## src/rtl/sar_search8_pkg.sv

```systemverilog
// Shared types and constants for the successive-approximation search engine.
package sar_search8_pkg;

  typedef enum logic [1:0] {
    ST_IDLE  = 2'd0,
    ST_PROBE = 2'd1,
    ST_WAIT  = 2'd2,
    ST_FIN   = 2'd3
  } sar_state_t;

  // Offset-binary conversion mask: SIGNED << (WIDTH-1).
  // XOR with this flips the MSB so a signed range searches like an unsigned one.
  function automatic int unsigned off_mask(input int signed_mode, input int width);
    return (signed_mode != 0) ? (32'd1 << (width - 1)) : 32'd0;
  endfunction

endpackage

```

## src/rtl/sar_search8.sv

```systemverilog
// MSB-first successive-approximation search driving an external comparator.
// The accumulator is kept offset-binary so one search loop serves both the
// signed and unsigned ranges; only the MSB is flipped on the way out.
module sar_search8
  import sar_search8_pkg::*;
#(
  parameter int WIDTH   = 8,
  parameter int SIGNED  = 1,
  parameter int CMP_LAT = 0
) (
  input  logic             CLK,
  input  logic             RESETN,
  input  logic             START,
  input  logic             GT,
  output logic [WIDTH-1:0] TRIAL,
  output logic             BUSY,
  output logic             DONE,
  output logic [WIDTH-1:0] RESULT
);

  localparam int BW = (WIDTH > 1) ? $clog2(WIDTH) : 1;
  localparam int CW = (CMP_LAT > 0) ? $clog2(CMP_LAT + 1) : 1;
  localparam logic [WIDTH-1:0] C_OFF   = WIDTH'(off_mask(SIGNED, WIDTH));
  localparam logic [BW-1:0]    C_MSB   = BW'(WIDTH - 1);
  localparam logic [CW-1:0]    C_WLOAD = CW'((CMP_LAT > 0) ? (CMP_LAT - 1) : 0);

  sar_state_t       r_state, w_next;
  logic [WIDTH-1:0] r_acc;
  logic [BW-1:0]    r_bit;
  logic [CW-1:0]    r_wcnt;
  logic [WIDTH-1:0] r_result;

  logic [WIDTH-1:0] w_cand;
  logic [WIDTH-1:0] w_acc_nxt;
  logic             w_sample;
  logic             w_last;
  logic             w_busy;

  // Candidate = settled bits plus the bit under test; GT=1 means too high, drop the bit.
  assign w_cand    = r_acc | (WIDTH'(1) << r_bit);
  assign w_acc_nxt = GT ? r_acc : w_cand;
  assign w_last    = (r_bit == '0);
  assign w_busy    = (r_state == ST_PROBE) || (r_state == ST_WAIT);
  // GT is consumed only at the end of each bit step.
  assign w_sample  = ((r_state == ST_PROBE) && (CMP_LAT == 0)) ||
                     ((r_state == ST_WAIT) && (r_wcnt == '0));

  assign TRIAL  = w_busy ? (w_cand ^ C_OFF) : '0;
  assign BUSY   = w_busy;
  assign DONE   = (r_state == ST_FIN);
  assign RESULT = r_result;

  // State register.
  always_ff @(posedge CLK or negedge RESETN) begin
    if (!RESETN) r_state <= ST_IDLE;
    else         r_state <= w_next;
  end

  // Next-state: one PROBE (+ CMP_LAT WAIT cycles) per bit, then a single FIN cycle.
  always_comb begin
    w_next = r_state;
    case (r_state)
      ST_IDLE:  if (START) w_next = ST_PROBE;
      ST_PROBE: if (CMP_LAT > 0) w_next = ST_WAIT;
      ST_WAIT:  w_next = ST_WAIT;
      ST_FIN:   w_next = ST_IDLE;
      default:  w_next = ST_IDLE;
    endcase
    if (w_sample) w_next = w_last ? ST_FIN : ST_PROBE;
  end

  // Datapath: accumulator, bit pointer, comparator wait counter, result latch.
  always_ff @(posedge CLK or negedge RESETN) begin
    if (!RESETN) begin
      r_acc    <= '0;
      r_bit    <= '0;
      r_wcnt   <= '0;
      r_result <= '0;
    end else begin
      if ((r_state == ST_IDLE) && START) begin
        r_acc <= '0;
        r_bit <= C_MSB;
      end
      if ((r_state == ST_PROBE) && (CMP_LAT > 0)) r_wcnt <= C_WLOAD;
      else if ((r_state == ST_WAIT) && (r_wcnt != '0)) r_wcnt <= r_wcnt - 1'b1;
      if (w_sample) begin
        r_acc <= w_acc_nxt;
        if (w_last) r_result <= w_acc_nxt ^ C_OFF;
        else        r_bit    <= r_bit - 1'b1;
      end
    end
  end

endmodule

```

## config.mk

```make
export PLATFORM = sky130hd
export DESIGN_NAME = sar_search8
export DESIGN_NICKNAME = d
export VERILOG_FILES = /design/src/rtl/sar_search8_pkg.sv /design/src/rtl/sar_search8.sv
export SDC_FILE = /design/constraint.sdc
export NUM_CORES = 1
export LEC_CHECK = 0
export ABC_AREA = 1
export BUFFER_PORTS_ARGS = -buffer_cell sky130_fd_sc_hd__buf_2
export CAP_MARGIN = 25
export CORE_MARGIN = 2
export CORE_UTILIZATION = 40
export DETAILED_ROUTE_END_ITERATION = 10
export GPL_TIMING_DRIVEN = 0
export PLACE_DENSITY = 0.66
export SLEW_MARGIN = 20
export SYNTH_ARGS = -nofsm -noshare
export SYNTH_HDL_FRONTEND = slang
export SYNTH_SLANG_ARGS = --single-unit
```

## constraint.sdc

```tcl
create_clock -name CLK -period 1.3 [get_ports CLK]
set_clock_uncertainty 0.05 [all_clocks]
set_input_delay 0.26 -clock CLK [delete_from_list [all_inputs] [get_ports CLK]]
set_output_delay 0.26 -clock CLK [all_outputs]
set_load 0.05 [all_outputs]
```

==> impl_metrics.env, run 1 <==
export IMPL_clk_pin_slew_ns=0.13
export IMPL_via_per_inst=4.99
export IMPL_synth_edf_count=0
export IMPL_syn_nets=162
export IMPL_die_y_um=58.5
export IMPL_startpoint="r_state[1]"
export IMPL_n_antenna_cell=0
export IMPL_max_slew_margin_rel=0.660
export IMPL_grt_max_degree=23
export IMPL_setup_viol=32
export IMPL_hold_viol_final=0
export IMPL_drive_gt1_frac=0.469
export IMPL_dp_hpwl_mm=2.00
export IMPL_worst_slew_pin_slew_ns=0.510
export IMPL_min_period_ns=1.93
export IMPL_cap_violations=0
export IMPL_crit_type="reg2out"
export IMPL_status="complete, but fails checks"
export IMPL_grt_antenna_before_repair=0
export IMPL_r2r_cells=9
export IMPL_rows=19
export IMPL_hold_slack_ns=0.307
export IMPL_core_area_um2=2780
export IMPL_synthArstFlopShare=1.00
export IMPL_initial_core_util=0.426
export IMPL_synth_top_family_by_area="simple AND/OR/NAND/NOR gates"
export IMPL_port_buffers=21
export IMPL_synth_compound_area_frac=0.133
export IMPL_drcViolationCount=0
export IMPL_htreeDepth=1
export IMPL_hold_depth=4
export IMPL_setup_slack_ns=-0.632
export IMPL_cp_arrival_ns=1.62
export IMPL_dieArea_um2=3420
export IMPL_required_ns=0.99
export IMPL_syn2layout_area_growth_pct=62.6
export IMPL_clock_sinks=22
export IMPL_violations="negative setup slack"
export IMPL_synth_mux_area_frac=0
export IMPL_drt_iter0_drc=47
export IMPL_synth_flop_cell="dfrtp_1"
export IMPL_synth_cell_area_um2=1190
export IMPL_synth_seq_cells=22
export IMPL_dp_slack_ns=-0.559
export IMPL_io_pins=22
export IMPL_cp_endpoint="TRIAL[0]"
export IMPL_r2r_start="r_state[1]"
export IMPL_fmax_mhz=518
export IMPL_grt_overflow_total=0
export IMPL_ff2ff_setup_slack_ns=-0.27
export IMPL_grt_pass1_wl_mm=5.35
export IMPL_yosys_area_share_adder=0.0949
export IMPL_cp_max_fo=7
export IMPL_track_usage=0.207
export IMPL_synth_area_leaders="dfrtp_1 (46%), nand2_1 (16%), ha_1 (9.5%)"
export IMPL_reg2reg_to="r_state[1]"
export IMPL_synth_top_area_cell="dfrtp_1"
export IMPL_finalCritPeriodShare=1.49
export IMPL_critPathCaptureType="output pin"
export IMPL_synth_xor_area_frac=0.00738
export IMPL_rsz0062_at_grt="true"
export IMPL_yosys_cell_count_top_type="nand2_1"
export IMPL_place_congestion=0.808
export IMPL_wl_per_cell_um=14.9
export IMPL_drt_wl_total_mm=3.36
export IMPL_finalInstanceArea_um2=1930
export IMPL_antenna_left=0
export IMPL_synthSimpleGateAreaFrac=0.228
export IMPL_fp_dieW_um=58.5
export IMPL_cts_tree="done"
export IMPL_hold_path_class="in2reg"
export IMPL_drt_first_pass_iters=4
export IMPL_avgSynthCellArea_um2=7.96
export IMPL_place_area_um2=1430
export IMPL_cts_buffer_depth=2
export IMPL_grt_pass1_vias=1104
export IMPL_start_kind="flip-flop"
export IMPL_clk_latency_ns=0.31
export IMPL_drv_slew=0
export IMPL_layout_nets=208
export IMPL_synth_common_cells="nand2_1 (49), dfrtp_1 (22), inv_1 (16), o21ai_0 (16)"
export IMPL_clockRootBuffer="clkbuf_4"
export IMPL_seq_area_frac_synth=0.464
export IMPL_dr_total_vias=1122
export IMPL_n_fill_cell=207
export IMPL_numCtsBuffers=3
export IMPL_yosysUniqueCellTypes=16
export IMPL_synth_top_cell_area_share=0.464
export IMPL_ys_warn_count=0
export IMPL_synthesis_instances=149
==> kinds of logic after synthesis <==
| group | count (synthesis) |
|---|---|
| XOR/XNOR | 1 |
| AO/OA/AOI/OAI | 30 |
| buffers and inverters | 20 |
| AND/OR/NAND/NOR | 67 |
| flip-flops | 22 |
| adder cells (fa/ha/maj) | 9 |
==> cell type report <==
class / instances / area (um^2) / share of cell area
timing repair buffer: 40 / 364 / 0.189
multi-input combinational: 108 / 840 / 0.435
tap: 31 / 38.8 / 0.0201
buffer: 2 / 22.5 / 0.0117
sequential: 22 / 551 / 0.286
clock buffer: 4 / 36.3 / 0.0188
inverter: 18 / 76.3 / 0.0396
==> per-layer routing <==
metal,vias to the layer above,wire length [um],part of all wire,track usage
li1,566,-,-,-
met2,27,1700,0.51,0.363
met3,2,103,0.031,0.0264
met4,0,18,0.0054,0.0399
met1,527,1530,0.46,0.275
met5,-,0,0,0
==> layout by cell type, fill, tap and decap left out, drive strengths merged <==
cell         synthesis  routed
a21oi               11      11
buf                  2      39
xor2                 1       1
dlygate4sd3          0       1
ha                   9       9
dfrtp               22      22
o21bai               2       2
a21boi               1       1
clkinvlp             0       1
clkbuf               0       6
o21ai               16      16
nand3                3       4
nor2                11      11
nand2               53      53
inv                 18      17
==> registers in the layout, summed over array words and instances, names as in the netlist <==
name	flops
r_state	2
RESULT	8
r_bit	3
r_acc	8
r_wcnt	1
==> per-stage QoR <==
step	cells	setup TNS, ns	util
floorplan	149	-4.45	-
global placement	201	-6.91	0.515
detailed placement	201	-8.19	0.515
CTS	221	-6.51	0.659
global route	225	-11.00	0.693
finish	225	-9.35	0.693
==> worst min-delay path by stage <==
stage               slack (ns)   start        end
finish                    0.31      GT   r_acc[4]
global route              0.32   START   r_acc[7]
CTS                       0.31      GT   r_acc[4]
detailed placement        0.21  RESETN  RESULT[7]
global placement          0.20  RESETN     r_wcnt
floorplan                -0.09  RESETN  RESULT[0]
==> worst max-delay path, cell delays in order, from the launching register on <==
cell and delay (ns):
dfrtp_1 0.41, inv_2 0.07, ha_4 0.28, clkinvlp_4 0.09, buf_12 0.16, a21oi_4 0.13
buf_6 0.17
==> repair_timing <==
action | CTS | global route
hold buffers | 1 | 0
resized for setup | 74 | 19
endpoints found under the hold margin | 22 | 0
endpoints found under the setup margin | 30 | 34
gates cloned | 3 | 0
buffers inserted | 12 | 4
pin swaps | 5 | 5
Power of run 1 is not shown: default switching activity piles up to over one toggle a cycle in this logic, so the estimate is an artifact.
==> inputs of run 2 (changes only) <==
--- a/config.mk
+++ b/config.mk
@@ -12,7 +12,6 @@
 export CORE_UTILIZATION = 40
 export DETAILED_ROUTE_END_ITERATION = 10
 export GPL_TIMING_DRIVEN = 0
-export PLACE_DENSITY = 0.66
 export SLEW_MARGIN = 20
 export SYNTH_ARGS = -nofsm -noshare
 export SYNTH_HDL_FRONTEND = slang
==> impl_metrics.env, run 2 (synthesized netlist as in run 1, its figures left out) <==
export IMPL_dp_hpwl_mm=1.92
export IMPL_fp_dieW_um=58.5
export IMPL_rows=19
export IMPL_setup_viol=30
export IMPL_clock_sinks=22
export IMPL_hold_path_class="in2reg"
export IMPL_violations="negative setup slack"
export IMPL_drt_first_pass_iters=4
export IMPL_finalCritPeriodShare=1.48
export IMPL_status="complete, but fails checks"
export IMPL_grt_antenna_before_repair=0
export IMPL_clockRootBuffer="clkbuf_4"
export IMPL_critPathCaptureType="output pin"
export IMPL_cp_arrival_ns=1.62
export IMPL_start_kind="flip-flop"
export IMPL_dpl_cell_count=201
export IMPL_grt_overflow_total=0
export IMPL_n_fill_cell=212
export IMPL_fmax_mhz=518
export IMPL_via_per_inst=5.10
export IMPL_dieArea_um2=3420
export IMPL_layout_commonest_cell="nand2_1"
export IMPL_drive_gt1_frac=0.468
export IMPL_drt_wl_total_mm=3.05
export IMPL_cp_max_fo=7
export IMPL_slowest_stage="dfrtp_1"
export IMPL_drt_iter0_drc=46
export IMPL_max_slew_margin_rel=0.669
export IMPL_layout_nets=202
export IMPL_crit_type="reg2out"
export IMPL_die_y_um=58.5
export IMPL_htreeDepth=1
export IMPL_clk_pin_slew_ns=0.14
export IMPL_critical_path_cell_chain="inv_2, ha_4, clkinvlp_4, buf_12, a21oi_4, buf_6"
export IMPL_place_congestion=0.846
export IMPL_hold_viol_final=0
export IMPL_grt_max_degree=23
export IMPL_setup_slack_ns=-0.630
export IMPL_drcViolationCount=0
export IMPL_grt_pass1_vias=1067
export IMPL_stdcell_count=219
export IMPL_syn2layout_area_growth_pct=58.4
export IMPL_numCtsBuffers=3
export IMPL_worst_slew_pin_slew_ns=0.497
export IMPL_mostFrequentLayoutCells="nand2_1 (37), dfrtp_1 (22), nand2_2 (12), buf_6 (12), clkbuf_4 (10)"
export IMPL_drv_slew=0
export IMPL_core_area_um2=2780
export IMPL_io_pins=22
export IMPL_min_period_ns=1.93
export IMPL_grt_pass1_wl_mm=5.06
export IMPL_n_antenna_cell=0
export IMPL_seq_area_um2=551
export IMPL_track_usage=0.196
export IMPL_dr_total_vias=1117
export IMPL_antenna_left=0
export IMPL_cts_buffer_depth=2
export IMPL_initial_core_util=0.426
export IMPL_wl_per_cell_um=13.9
export IMPL_multi_input_area_um2=811
export IMPL_clk_latency_ns=0.32
export IMPL_max_stage_delay_ns=0.41
export IMPL_required_ns=0.99
export IMPL_rsz0062_at_grt="true"
export IMPL_cap_violations=0
export IMPL_cts_tree="done"
export IMPL_port_buffers=21
run 2: cell types whose count changed in the layout (fill, tap and decap cells not counted), moves of 2 or more:
cell      delta
nor2_1       +2
buf_8        +2
clkbuf_4     +5
o21ai_0      +3
nand2_4      +2
nand2_8      -2
buf_4        -2
buf_6        -5
o21ai_1      -3
nand2_1      -4
buf_2        -6
nand2_2      +4
run 2: timing repair:
item,CTS,global route
hold buffers,1,0
setup buffers,9,5
pin swaps,3,9
hold endpoints to repair,22,0
gates cloned,2,0
resized for setup,62,30
endpoints found under the setup margin,30,34
run 2: final timing paths:
kind                            cells after the start         end  startpoint  slack (ns)
worst max-delay path                                6    TRIAL[3]  r_state[1]       -0.63
worst min-delay path                                4   RESULT[5]          GT        0.32
worst max register to register                      9  r_state[1]  r_state[1]       -0.15
worst min register to register                      2   RESULT[0]   RESULT[0]        0.45
max in group asynchronous                           2    r_bit[2]      RESETN        0.48
min in group asynchronous                           2  r_state[1]      RESETN        0.36
run 2: final cells by class:
cell class,count,area share
sequential,22,0.293
buffer,2,0.0140
inverter,18,0.0393
tap,31,0.0206
multi-input combinational,108,0.431
clock inverter,1,0.0160
clock buffer,3,0.0120
timing repair buffer,34,0.174
run 2: through the flow:
stage,hold slack (ns),area [um^2],utilization,TNS (ns),setup WS (ns)
6_report,0.320,1880,0.676,-7.42,-0.630
4_1_cts,0.309,1790,0.644,-6.19,-0.607
5_1_grt,0.333,1880,0.676,-9.04,-0.680
3_5_place_dp,0.204,1430,0.515,-7.46,-0.563
2_1_floorplan,-0.0856,1290,-,-4.45,-0.520
3_3_place_gp,0.202,1430,0.515,-7.15,-0.544
run 2: layer usage:
| metal | routed length (um) | track usage | vias up |
|---|---|---|---|
| met5 | 0 | 0 | - |
| met4 | 91 | 0.0764 | 0 |
| met3 | 146 | 0.0549 | 10 |
| met2 | 1480 | 0.299 | 29 |
| met1 | 1330 | 0.265 | 526 |
| li1 | - | - | 552 |
run 2: critical path, delay by kind of cell (launching register included):
| family | cells | cell delay (ns) |
|---|---|---|
| buf+inv | 4 | 0.49 |
| flops | 1 | 0.41 |
| compound gates | 1 | 0.13 |
| fa+ha+maj | 1 | 0.27 |
Power of run 2 is left out for the same reason.
